**src/rtl/ins_mem_loader.sv**
```systemverilog
// ins_mem_loader: streams host bytes into instruction memory as
// big-endian 32-bit words while holding the CPU in reset.
//
// Ports:
//   CLK, RST        clock, async active-low reset
//   LoadReq         start a session (IDLE only); WordCount sampled then
//   Abort           drop current session, back to IDLE
//   ByteIn/Valid    host byte stream; ByteReady is the accept strobe
//   InsMemRW        1 = read, 0 = write (single WRITE cycle per word)
//   IAddr, DataOut  instruction memory byte address and write data
//   Busy, Done      session active / one-cycle completion pulse
//   CPURstN         active-low CPU hold, released on completion
module ins_mem_loader #(
  parameter logic [31:0] BASE_ADDR = 32'h0000_0000,
  parameter int unsigned MAX_WORDS = 64
) (
  input  logic        CLK,
  input  logic        RST,
  input  logic        LoadReq,
  input  logic [7:0]  WordCount,
  input  logic        Abort,
  input  logic [7:0]  ByteIn,
  input  logic        ByteValid,
  output logic        ByteReady,
  output logic        InsMemRW,
  output logic [31:0] IAddr,
  output logic [31:0] DataOut,
  output logic        Busy,
  output logic        Done,
  output logic        CPURstN
);

  typedef enum logic [1:0] {
    S_IDLE,
    S_COLLECT,
    S_WRITE,
    S_DONE
  } state_t;

  localparam logic [7:0] MAX_W8 =
    (MAX_WORDS > 255) ? 8'd255 : 8'(MAX_WORDS);

  state_t      state_q;
  state_t      state_d;
  logic [7:0]  cnt_q;
  logic [7:0]  idx_q;
  logic [1:0]  bi_q;
  logic [31:0] asm_q;
  logic [31:0] dout_q;
  logic        rstn_q;

  logic [7:0]  cnt_load;
  logic [8:0]  idx_nxt;
  logic        start;
  logic        xfer;
  logic        wr_en;

  assign cnt_load = ({24'd0, WordCount} > MAX_WORDS) ? MAX_W8 : WordCount;
  assign idx_nxt  = {1'b0, idx_q} + 9'd1;
  assign start    = (state_q == S_IDLE) && LoadReq;
  assign xfer     = ByteReady && ByteValid;
  assign wr_en    = (state_q == S_WRITE) && !Abort;

  always_ff @(posedge CLK or negedge RST) begin
    if (!RST) begin
      state_q <= S_IDLE;
    end else begin
      state_q <= state_d;
    end
  end

  always_comb begin
    state_d = state_q;
    unique case (state_q)
      S_IDLE: begin
        if (LoadReq) begin
          state_d = (cnt_load == 8'd0) ? S_DONE : S_COLLECT;
        end
      end
      S_COLLECT: begin
        if (Abort) begin
          state_d = S_IDLE;
        end else if (xfer && bi_q == 2'd3) begin
          state_d = S_WRITE;
        end
      end
      S_WRITE: begin
        if (Abort) begin
          state_d = S_IDLE;
        end else if (idx_nxt == {1'b0, cnt_q}) begin
          state_d = S_DONE;
        end else begin
          state_d = S_COLLECT;
        end
      end
      S_DONE: begin
        state_d = S_IDLE;
      end
      default: begin
        state_d = S_IDLE;
      end
    endcase
  end

  always_comb begin
    ByteReady = 1'b0;
    InsMemRW  = 1'b1;
    Busy      = 1'b0;
    Done      = 1'b0;
    unique case (state_q)
      S_COLLECT: begin
        ByteReady = !Abort;
        Busy      = 1'b1;
      end
      S_WRITE: begin
        InsMemRW = Abort;
        Busy     = 1'b1;
      end
      S_DONE: begin
        Done = 1'b1;
      end
      default: begin
        Busy = 1'b0;
      end
    endcase
  end

  assign IAddr   = BASE_ADDR + {22'd0, idx_q, 2'b00};
  assign DataOut = dout_q;
  assign CPURstN = rstn_q;

  // asm_q shifts bytes in so the first byte lands in [31:24];
  // dout_q only changes on a completed word, so a partial word
  // is never presented to memory.
  always_ff @(posedge CLK or negedge RST) begin
    if (!RST) begin
      cnt_q  <= 8'd0;
      idx_q  <= 8'd0;
      bi_q   <= 2'd0;
      asm_q  <= 32'd0;
      dout_q <= 32'd0;
      rstn_q <= 1'b0;
    end else begin
      if (start) begin
        cnt_q  <= cnt_load;
        idx_q  <= 8'd0;
        bi_q   <= 2'd0;
        rstn_q <= 1'b0;
      end
      if (xfer) begin
        asm_q <= {asm_q[23:0], ByteIn};
        bi_q  <= bi_q + 2'd1;
        if (bi_q == 2'd3) begin
          dout_q <= {asm_q[23:0], ByteIn};
        end
      end
      if (wr_en) begin
        idx_q <= idx_nxt[7:0];
      end
      if (state_d == S_DONE) begin
        rstn_q <= 1'b1;
      end
    end
  end

endmodule

```
**config.mk**
```make
export PLATFORM = sky130hd
export DESIGN_NAME = ins_mem_loader
export DESIGN_NICKNAME = d
export VERILOG_FILES = /design/src/rtl/ins_mem_loader.sv
export SDC_FILE = /design/constraint.sdc
export NUM_CORES = 1
export LEC_CHECK = 0
export BUFFER_PORTS_ARGS = -buffer_cell sky130_fd_sc_hd__buf_2
export CAP_MARGIN = 10
export CORE_ASPECT_RATIO = 0.7
export CORE_MARGIN = 1
export CORE_UTILIZATION = 47
export DETAILED_ROUTE_END_ITERATION = 10
export PLACE_DENSITY = 0.75
export SLEW_MARGIN = 20
export SYNTH_ARGS = -nofsm -noshare
export SYNTH_HDL_FRONTEND = slang
export SYNTH_SLANG_ARGS = --single-unit
```
**constraint.sdc**
```tcl
create_clock -name CLK -period 1.7 [get_ports CLK]
set_input_delay 0 -clock CLK [delete_from_list [all_inputs] [get_ports CLK]]
set_output_delay 0 -clock CLK [all_outputs]
set_load 0.02 [all_outputs]
```
* Yosys cells after proc, flatten, opt, wreduce, memory -nomap -nowiden *
Cells that the tools add are included.

word-level totals
  output and inout bits = 69
  register bits after elaboration = 77
  word-level logic and storage cells = 46

operators by class
  multiplexer cells = 18
  reductions and logical operators = 12
  magnitude comparators = 1
  $add $sub $neg = 2
  equality and inequality tests = 6

operator list
  operator                                                                          number
  8-bit 2-to-1 mux                                                                  3
  2-bit 2-to-1 mux                                                                  8
  8-bit by 1-bit adder with 9-bit output (second input constant)                    1
  9-bit by 8-bit equality test with 1-bit output                                    1
  2-bit equality test (second input constant)                                       4
  8-bit by 7-bit greater-than comparator with 1-bit output (second input constant)  1
  8-bit logical NOT                                                                 1
  2-bit case mux with 4 select lines                                                1
  1-bit 2-to-1 mux                                                                  6
  2-bit nonzero test                                                                3
  1-bit logical AND                                                                 4
  2-bit by 1-bit adder with 2-bit output (second input constant)                    1
  2-bit by 1-bit equality test with 1-bit output (second input constant)            1
  2-bit logical NOT                                                                 1
  2-bit AND reduction                                                               1
  2-bit OR reduction                                                                1
  1-bit logical NOT                                                                 1

* Longest topological paths before layout *
Gate-level depths: netlist of the first run.

  depth after elaboration = 9
  mapped depth = 8
  depth with buffers taken out = 7

* Worst setup path before layout of the first run *
OpenSTA, ideal clock, no wires.

  path kind = reg2reg
  from = reg state_q[1]
  to = reg asm_q[10]
  period minus slack after synthesis = 1.991 ns
  cell stages (with the launch flop) = 8
  data arrival time = 1.863 ns
  slack = -0.291 ns
  data required time = 1.572 ns
  buffers on the path = 2
  path through = dfrtp_1 > inv_1 > ha_1 > nor2b_1 > clkbuf_1 > nand2_1 > buf_2 > mux2_1

between the ends
  word-level cells in the longest chain between the ends = 3

ends and longest elaborated chain
  item                                            RTL line  RTL
  from (decl)                                     43        state_t state_q;
  from (signal assigned)                          68        state_q <= state_d;
  2-bit by 1-bit equality test with 1-bit output  110       unique case (state_q)
  1-bit 2-to-1 mux                                110
  named net ByteReady                             24        output logic ByteReady,
  1-bit logical AND                               61        assign xfer = ByteReady && ByteValid;
  to (signal assigned)                            151       asm_q <= {asm_q[23:0], ByteIn};
  to (decl)                                       48        logic [31:0] asm_q;

The timed path passes the listed nets, and every way through them passes these cells.
A chain may end at the register's enable or synchronous reset.

* Worst setup path after layout of the first run *
  from = reg idx_q[1]
  to = reg state_q[1]

between the ends
  word-level cells in the longest chain between the ends = 5

ends and longest elaborated chain
  item                                            RTL line  RTL
  from (decl)                                     46        logic [7:0] idx_q;
  from (signal assigned)                          158       idx_q <= idx_nxt[7:0];
  8-bit by 1-bit adder with 9-bit output          59        assign idx_nxt = {1'b0, idx_q} + 9'd1;
  9-bit by 8-bit equality test with 1-bit output  90        end else if (idx_nxt == {1'b0, cnt_q}) begin
  2-bit 2-to-1 mux                                90
  2-bit 2-to-1 mux                                88        if (Abort) begin
  2-bit case mux with 4 select lines              74        unique case (state_q)
  named net state_d[1]                            44        state_t state_d;

The timed path passes the listed nets, and every way through them passes these cells.

==> results.json, run 1 <==
{
  "crit_buf_inv": 0,
  "die_w_um": 104.7,
  "io_pins": 90,
  "synth_area_sq_mm": 0.003472,
  "skew_ps": 4.912,
  "synth_seq_area_share_pct": 55.50,
  "diodes": 0,
  "p_leak_nw": 2.363,
  "clockRootBuffer": "clkbuf_8",
  "cts_sinks": 77,
  "syn_inst": 271,
  "routed_wl_um": 7311,
  "synth_edf_count": 0,
  "clock_path_buffers": 2,
  "gp_congestion": 0.8859,
  "seqPwrFrac_pct": 46.5,
  "fin_tns_setup_ps": 0,
  "power_frac_clock_pct": 24.8,
  "antenna_found_initial": 0,
  "required_ps": 1960,
  "vdd_drop_max_uv": 673.2,
  "max_freq_mhz": 601.1,
  "layout.nets": 412,
  "setup-violations-final": 0,
  "worstSetupStartpointType": "flop",
  "crit_type": "flop to flop",
  "crit_chain": "nand3_4 > or4_4 > a22oi_2 > a31oi_1 > a21oi_1",
  "power_density_mw_per_mm2": 1249,
  "end_kind": "flop",
  "switchingPower_mw": 1.842,
  "async_flop_share_pct": 100.0,
  "swShare_pct": 32.76,
  "syn_avg_cell_area_sq_um": 12.81,
  "status": "finished clean",
  "num_vias": 2394,
  "core_area_sq_mm": 0.006944,
  "finalCritPeriodShare_pct": 97.86,
  "layout_commonest_cell": "dfrtp_1",
  "worstPathArrival_ps": 1920,
  "power.internal_mw": 3.781,
  "crit_family": "simple AND/OR/NAND/NOR gates",
  "rsz0062_at_grt": "yes",
  "period_needed_ps": 1664,
  "start_util_pct": 50.00,
  "cts_tree": "built",
  "dr.pass1.iters": 5,
  "cts-buffers-inserted": 9,
  "h-tree-depth": 3,
  "track_usage_pct": 19.50,
  "cap_viol_max_count": 0,
  "num_rows": 25,
  "power_frac_comb_pct": 28.8,
  "fin_ws_ps": 36.41,
  "clk_pin_slew_worst_paths_ps": 80,
  "wire_per_inst_um": 15.14,
  "hpwl_um": 5023,
  "synth-seq-cells": 77,
  "port_buffers": 65,
  "ys.flop_type": "dfrtp_1",
  "yosysWarnings": 0,
  "grt_pass1_vias": 2252,
  "hold_viol_final": 0,
  "synthToLayoutAreaGrowth_pct": 29.62,
  "drive_gt1_share_pct": 35.48,
  "power_mw": 5.623,
  "post-place-ws_ps": -13.88,
  "drtAntennaViolNets": 0,
  "insertion_delay_ps": 340,
  "num-fill-cells": 550,
  "hold_class": "primary input to flop",
  "avgViaCountPerCell": 4.957,
  "first_iter_violations": 82,
  "whs_ps": 127.9,
  "dieArea_sq_mm": 0.007741,
  "drv_slew": 0,
  "cp_max_fo": 5,
  "drc": 0,
  "crit_path_top_delay_cell": "or4_4",
  "cpPeakStageDelay_ps": 490,
  "grt_pass1_wl_um": 11310,
  "final_cell_mix": "dfrtp_1 (74), buf_2 (64), mux2_1 (45)",
  "overflow": 0,
  "die_y_um": 73.91,
  "grt_max_degree": 37,
  "synth_cell_types": 39
}
-- state kept, by name, indices dropped and copies added, names as in the netlist --
name and count:
DataOut 32, bi_q 2, idx_q 8, asm_q 24, cnt_q 8, state_q 2, CPURstN 1
-- logic make-up after synthesis --
logic type | Yosys count | synth area share (%)
AND/OR/NAND/NOR | 41 | 6.199
other | 1 | 0.1080
XOR/XNOR | 11 | 2.775
AO/OA/AOI/OAI | 40 | 7.820
adder cells (fa/ha/maj) | 7 | 2.522
multiplexers | 56 | 18.16
flip-flops | 77 | 55.50
buffers and inverters | 38 | 6.919
-- power groups by stage --
stage | logic, mW | clock network, mW | registers (mW)
after floorplan | 0.936 | 0 | 2.58
after global placement | 1.40 | 0 | 2.61
after detailed placement | 1.45 | 0 | 2.63
after CTS | 1.53 | 1.42 | 2.60
after global routing | 1.76 | 1.50 | 2.67
final | 1.62 | 1.39 | 2.61
-- worst register-to-register path: stages, from the launching register on --
cell and delay (ps):
dfrtp_2 440, nand3_4 110, or4_4 490, a22oi_2 240
a31oi_1 140, a21oi_1 160
-- synthesized netlist by cell type (4+ instances only) --
cell type	n	share of area, %
a21oi_1	5	0.72
a22o_1	7	1.8
buf_2	6	0.86
buf_4	24	5.2
clkbuf_1	4	0.43
dfrtp_1	77	55
ha_1	7	2.5
inv_1	4	0.43
mux2_1	45	15
mux2_2	11	3.6
nand2_1	14	1.5
nand3_1	5	0.72
nor2_1	6	0.65
o21ai_0	11	1.6
xnor2_1	8	2.0
-- routing by layer --
metal / wire length (um) / global-route usage, % / vias up
met5: 0 / 0 / -
met4: 101 / 7.199 / 0
met3: 316 / 5.679 / 9
met2: 3375 / 28.84 / 65
met1: 3518 / 27.58 / 1187
li1: - / - / 1133
-- cell type report --
cell class	count	area (sq um)	share of cell area, %
clock buffers	10	127.6	2.836
clock inverters	6	71.32	1.585
inverters	4	17.52	0.3892
multi-input cells	179	1448	32.17
flip-flops and latches	77	1931	42.90
well taps	94	117.6	2.613
repair buffers	113	788.3	17.51
-- final timing paths --
check,from,end,slack (ps),depth (start not counted)
max,idx_q[1],state_q[1],40,5
min,Abort,idx_q[5],130,4
max reg2reg,idx_q[1],state_q[1],40,5
min reg2reg,asm_q[18],DataOut[26],490,1
max in group asynchronous,RST,state_q[0],990,3
min in group asynchronous,RST,DataOut[5],160,2
-- through the flow --
step | instance area (sq um) | utilization [%] | cells
2_1_floorplan | 3593 | - | 294
3_3_place_gp | 4035 | 58.11 | 446
3_5_place_dp | 4035 | 58.11 | 446
4_1_cts | 4442 | 63.96 | 481
5_1_grt | 4501 | 64.81 | 483
6_report | 4501 | 64.81 | 483
-- repair_timing --
item / in CTS / in global routing
pin swaps: 1 / 4
endpoints found under the hold margin: 89 / 0
buffers inserted: 1 / 1
endpoints found under the setup margin: 2 / 59
gates resized for setup: 4 / 6
hold buffers: 18 / 0
gates cloned: 0 / 1
(Power assumes the default switching activity.)
==> run 2, diff against run 1 <==
--- a/config.mk
+++ b/config.mk
@@ -9,9 +9,8 @@
 export CAP_MARGIN = 10
 export CORE_ASPECT_RATIO = 0.7
 export CORE_MARGIN = 1
-export CORE_UTILIZATION = 47
+export CORE_UTILIZATION = 30
 export DETAILED_ROUTE_END_ITERATION = 10
-export PLACE_DENSITY = 0.75
 export SLEW_MARGIN = 20
 export SYNTH_ARGS = -nofsm -noshare
 export SYNTH_HDL_FRONTEND = slang
==> run 2 against run 1 <==
The flow now finishes with violations (negative setup slack). Setup slack worse by 80 ps. Power is 11% higher. Fmax is 4.6% lower. Worst hold slack worse by 79 ps. Highest routed layer unchanged.
==> results.json, run 2 (synthesized netlist as in run 1, its figures left out) <==
{
  "diodes": 0,
  "drv_slew": 0,
  "end_kind": "flop",
  "dr.pass1.iters": 4,
  "layout_commonest_cell": "dfrtp_1",
  "routed_wl_um": 7719,
  "vdd_drop_max_uv": 487.0,
  "violations": "negative setup slack",
  "grt_max_degree": 45,
  "dpl_cell_area_sq_mm": 0.004121,
  "hpwl_um": 5218,
  "cts-buffers-inserted": 9,
  "grt_pass1_wl_um": 12220,
  "required_ps": 1950,
  "num_rows": 32,
  "grt_pass1_vias": 2400,
  "tightest_slew_ps": 588.6,
  "final_area_sq_mm": 0.004751,
  "crit_type": "flop to flop",
  "h-tree-depth": 3,
  "hold_end": "cnt_q[6]",
  "die_w_um": 130.6,
  "fin_tns_setup_ps": -52.50,
  "drtAntennaViolNets": 0,
  "power_density_mw_per_mm2": 1314,
  "clockRootBuffer": "clkbuf_16",
  "switchingPower_mw": 1.863,
  "die_y_um": 92.01,
  "power.internal_mw": 4.381,
  "drc": 0,
  "p_leak_nw": 2.431,
  "start_util_pct": 31.19,
  "crit_buf_inv": 0,
  "drive_gt1_share_pct": 36.92,
  "slew_headroom_pct": 60.76,
  "hold_class": "primary input to flop",
  "cts_tree": "built",
  "cpPeakStageDelay_ps": 450,
  "crit_chain": "ha_4 > xnor2_2 > o2111ai_2 > a311oi_2 > a31oi_2 > o21ai_1",
  "antenna_found_initial": 0,
  "largest_reg_flops": 32,
  "period_needed_ps": 1743,
  "io_pins": 90,
  "worstSetupStartpoint": "idx_q[0]",
  "swShare_pct": 29.83,
  "whs_ps": 48.97,
  "fin_ws_ps": -43.18,
  "rsz0062_at_grt": "yes",
  "first_iter_violations": 79,
  "crit_family": "compound AO/OA/AOI/OAI gates",
  "r2r_slack_ps": -40,
  "seqCellArea_sq_mm": 0.001931,
  "hold_viol_final": 0,
  "cts_sinks": 77,
  "wire_per_inst_um": 14.22,
  "reg2reg_depth": 6,
  "r2r_start": "idx_q[0]",
  "cp_max_fo": 4,
  "multi_input_area_sq_mm": 0.001471,
  "avgViaCountPerCell": 4.451,
  "power_frac_clock_pct": 31.4,
  "overflow": 0,
  "core_area_sq_mm": 0.01113,
  "clock_path_buffers": 2,
  "port_buffers": 65,
  "hold_depth": 3,
  "final_cell_mix": "dfrtp_1 (74), buf_2 (63), mux2_1 (45)",
  "r2r-end": "CPURstN",
  "clk_pin_slew_worst_paths_ps": 60,
  "skew_ps": 5.636,
  "synthToLayoutAreaGrowth_pct": 36.83,
  "power_frac_comb_pct": 27.0,
  "setup-violations-final": 2,
  "crit_path_top_delay_cell": "dfrtp_2",
  "insertion_delay_ps": 330,
  "num-fill-cells": 1073,
  "worstPathArrival_ps": 1990,
  "gp_congestion": 0.8516,
  "num_vias": 2417,
  "finalCritPeriodShare_pct": 102.5,
  "min_from": "LoadReq",
  "track_usage_pct": 13.58,
  "status": "finished, violations left",
  "dieArea_sq_mm": 0.01202,
  "layout.nets": 413,
  "worstSetupStartpointType": "flop",
  "cap_viol_max_count": 0,
  "seqPwrFrac_pct": 41.7,
  "max_freq_mhz": 573.7
}
[run 2: changes by cell type in the layout (fill, tap and decap cells not counted), sizes merged]
cell / delta
clkinvlp: -1
buf: +1
inv: -2
dlygate4sd3: -1
clkbuf: +4
[run 2: cell type report]
| class | count | area share [%] |
|---|---|---|
| flip-flops and latches | 77 | 40.64 |
| multi-input cells | 179 | 30.97 |
| repair buffers | 114 | 17.46 |
| clock buffers | 13 | 5.689 |
| well taps | 153 | 4.030 |
| clock inverters | 3 | 0.8954 |
| inverters | 4 | 0.3160 |
[run 2: timing repair]
action,in CTS,in global routing
gates cloned,0,2
hold buffers,17,0
endpoints found under the setup margin,3,42
resized for setup,5,11
pin swaps,3,5
hold endpoints to repair,66,0
buffers inserted,1,2
[run 2: worst max-delay path by stage]
stage / endpoint / slack (ps) / cells after the start
after floorplan: CPURstN / 3 / 6
after CTS: InsMemRW / 10 / 7
after global routing: CPURstN / -110 / 6
final: CPURstN / -40 / 6
after detailed placement: CPURstN / -110 / 7
after global placement: CPURstN / 10 / 7
[run 2: stage by stage]
step / power [mW] / util (%) / setup WS [ps] / cells
2_1_floorplan: 3.519 / - / 3.199 / 294
3_3_place_gp: 4.019 / 37.03 / 10.69 / 505
3_5_place_dp: 4.078 / 37.03 / -112.7 / 505
4_1_cts: 6.166 / 41.67 / 10.75 / 539
5_1_grt: 6.593 / 42.68 / -114.1 / 543
6_report: 6.243 / 42.68 / -43.18 / 543
[run 2: worst min-delay path: cells and delay by family]
family,cells,cell delay (ps)
buffers and inverters,1,150
and+or+nand+nor,1,100
AOI/OAI and AO/OA,1,90
[run 2: metal layers]
layer  vias to the layer above  GRT usage (%)  part of all wire, %
met4                         0          5.268                  1.9
met5                         -              0                    0
li1                       1143              -                    -
met2                        65          20.37                   47
met1                      1197          18.33                   47
met3                        12          3.967                  4.4
[run 2: power by group through the flow]
| stage | Sequential, mW | Clock (mW) | Combinational (mW) |
|---|---|---|---|
| floorplan | 2.58 | 0 | 0.936 |
| global placement | 2.60 | 0 | 1.42 |
| detailed placement | 2.62 | 0 | 1.45 |
| CTS | 2.60 | 2.02 | 1.55 |
| global route | 2.66 | 2.09 | 1.85 |
| finish | 2.60 | 1.96 | 1.68 |
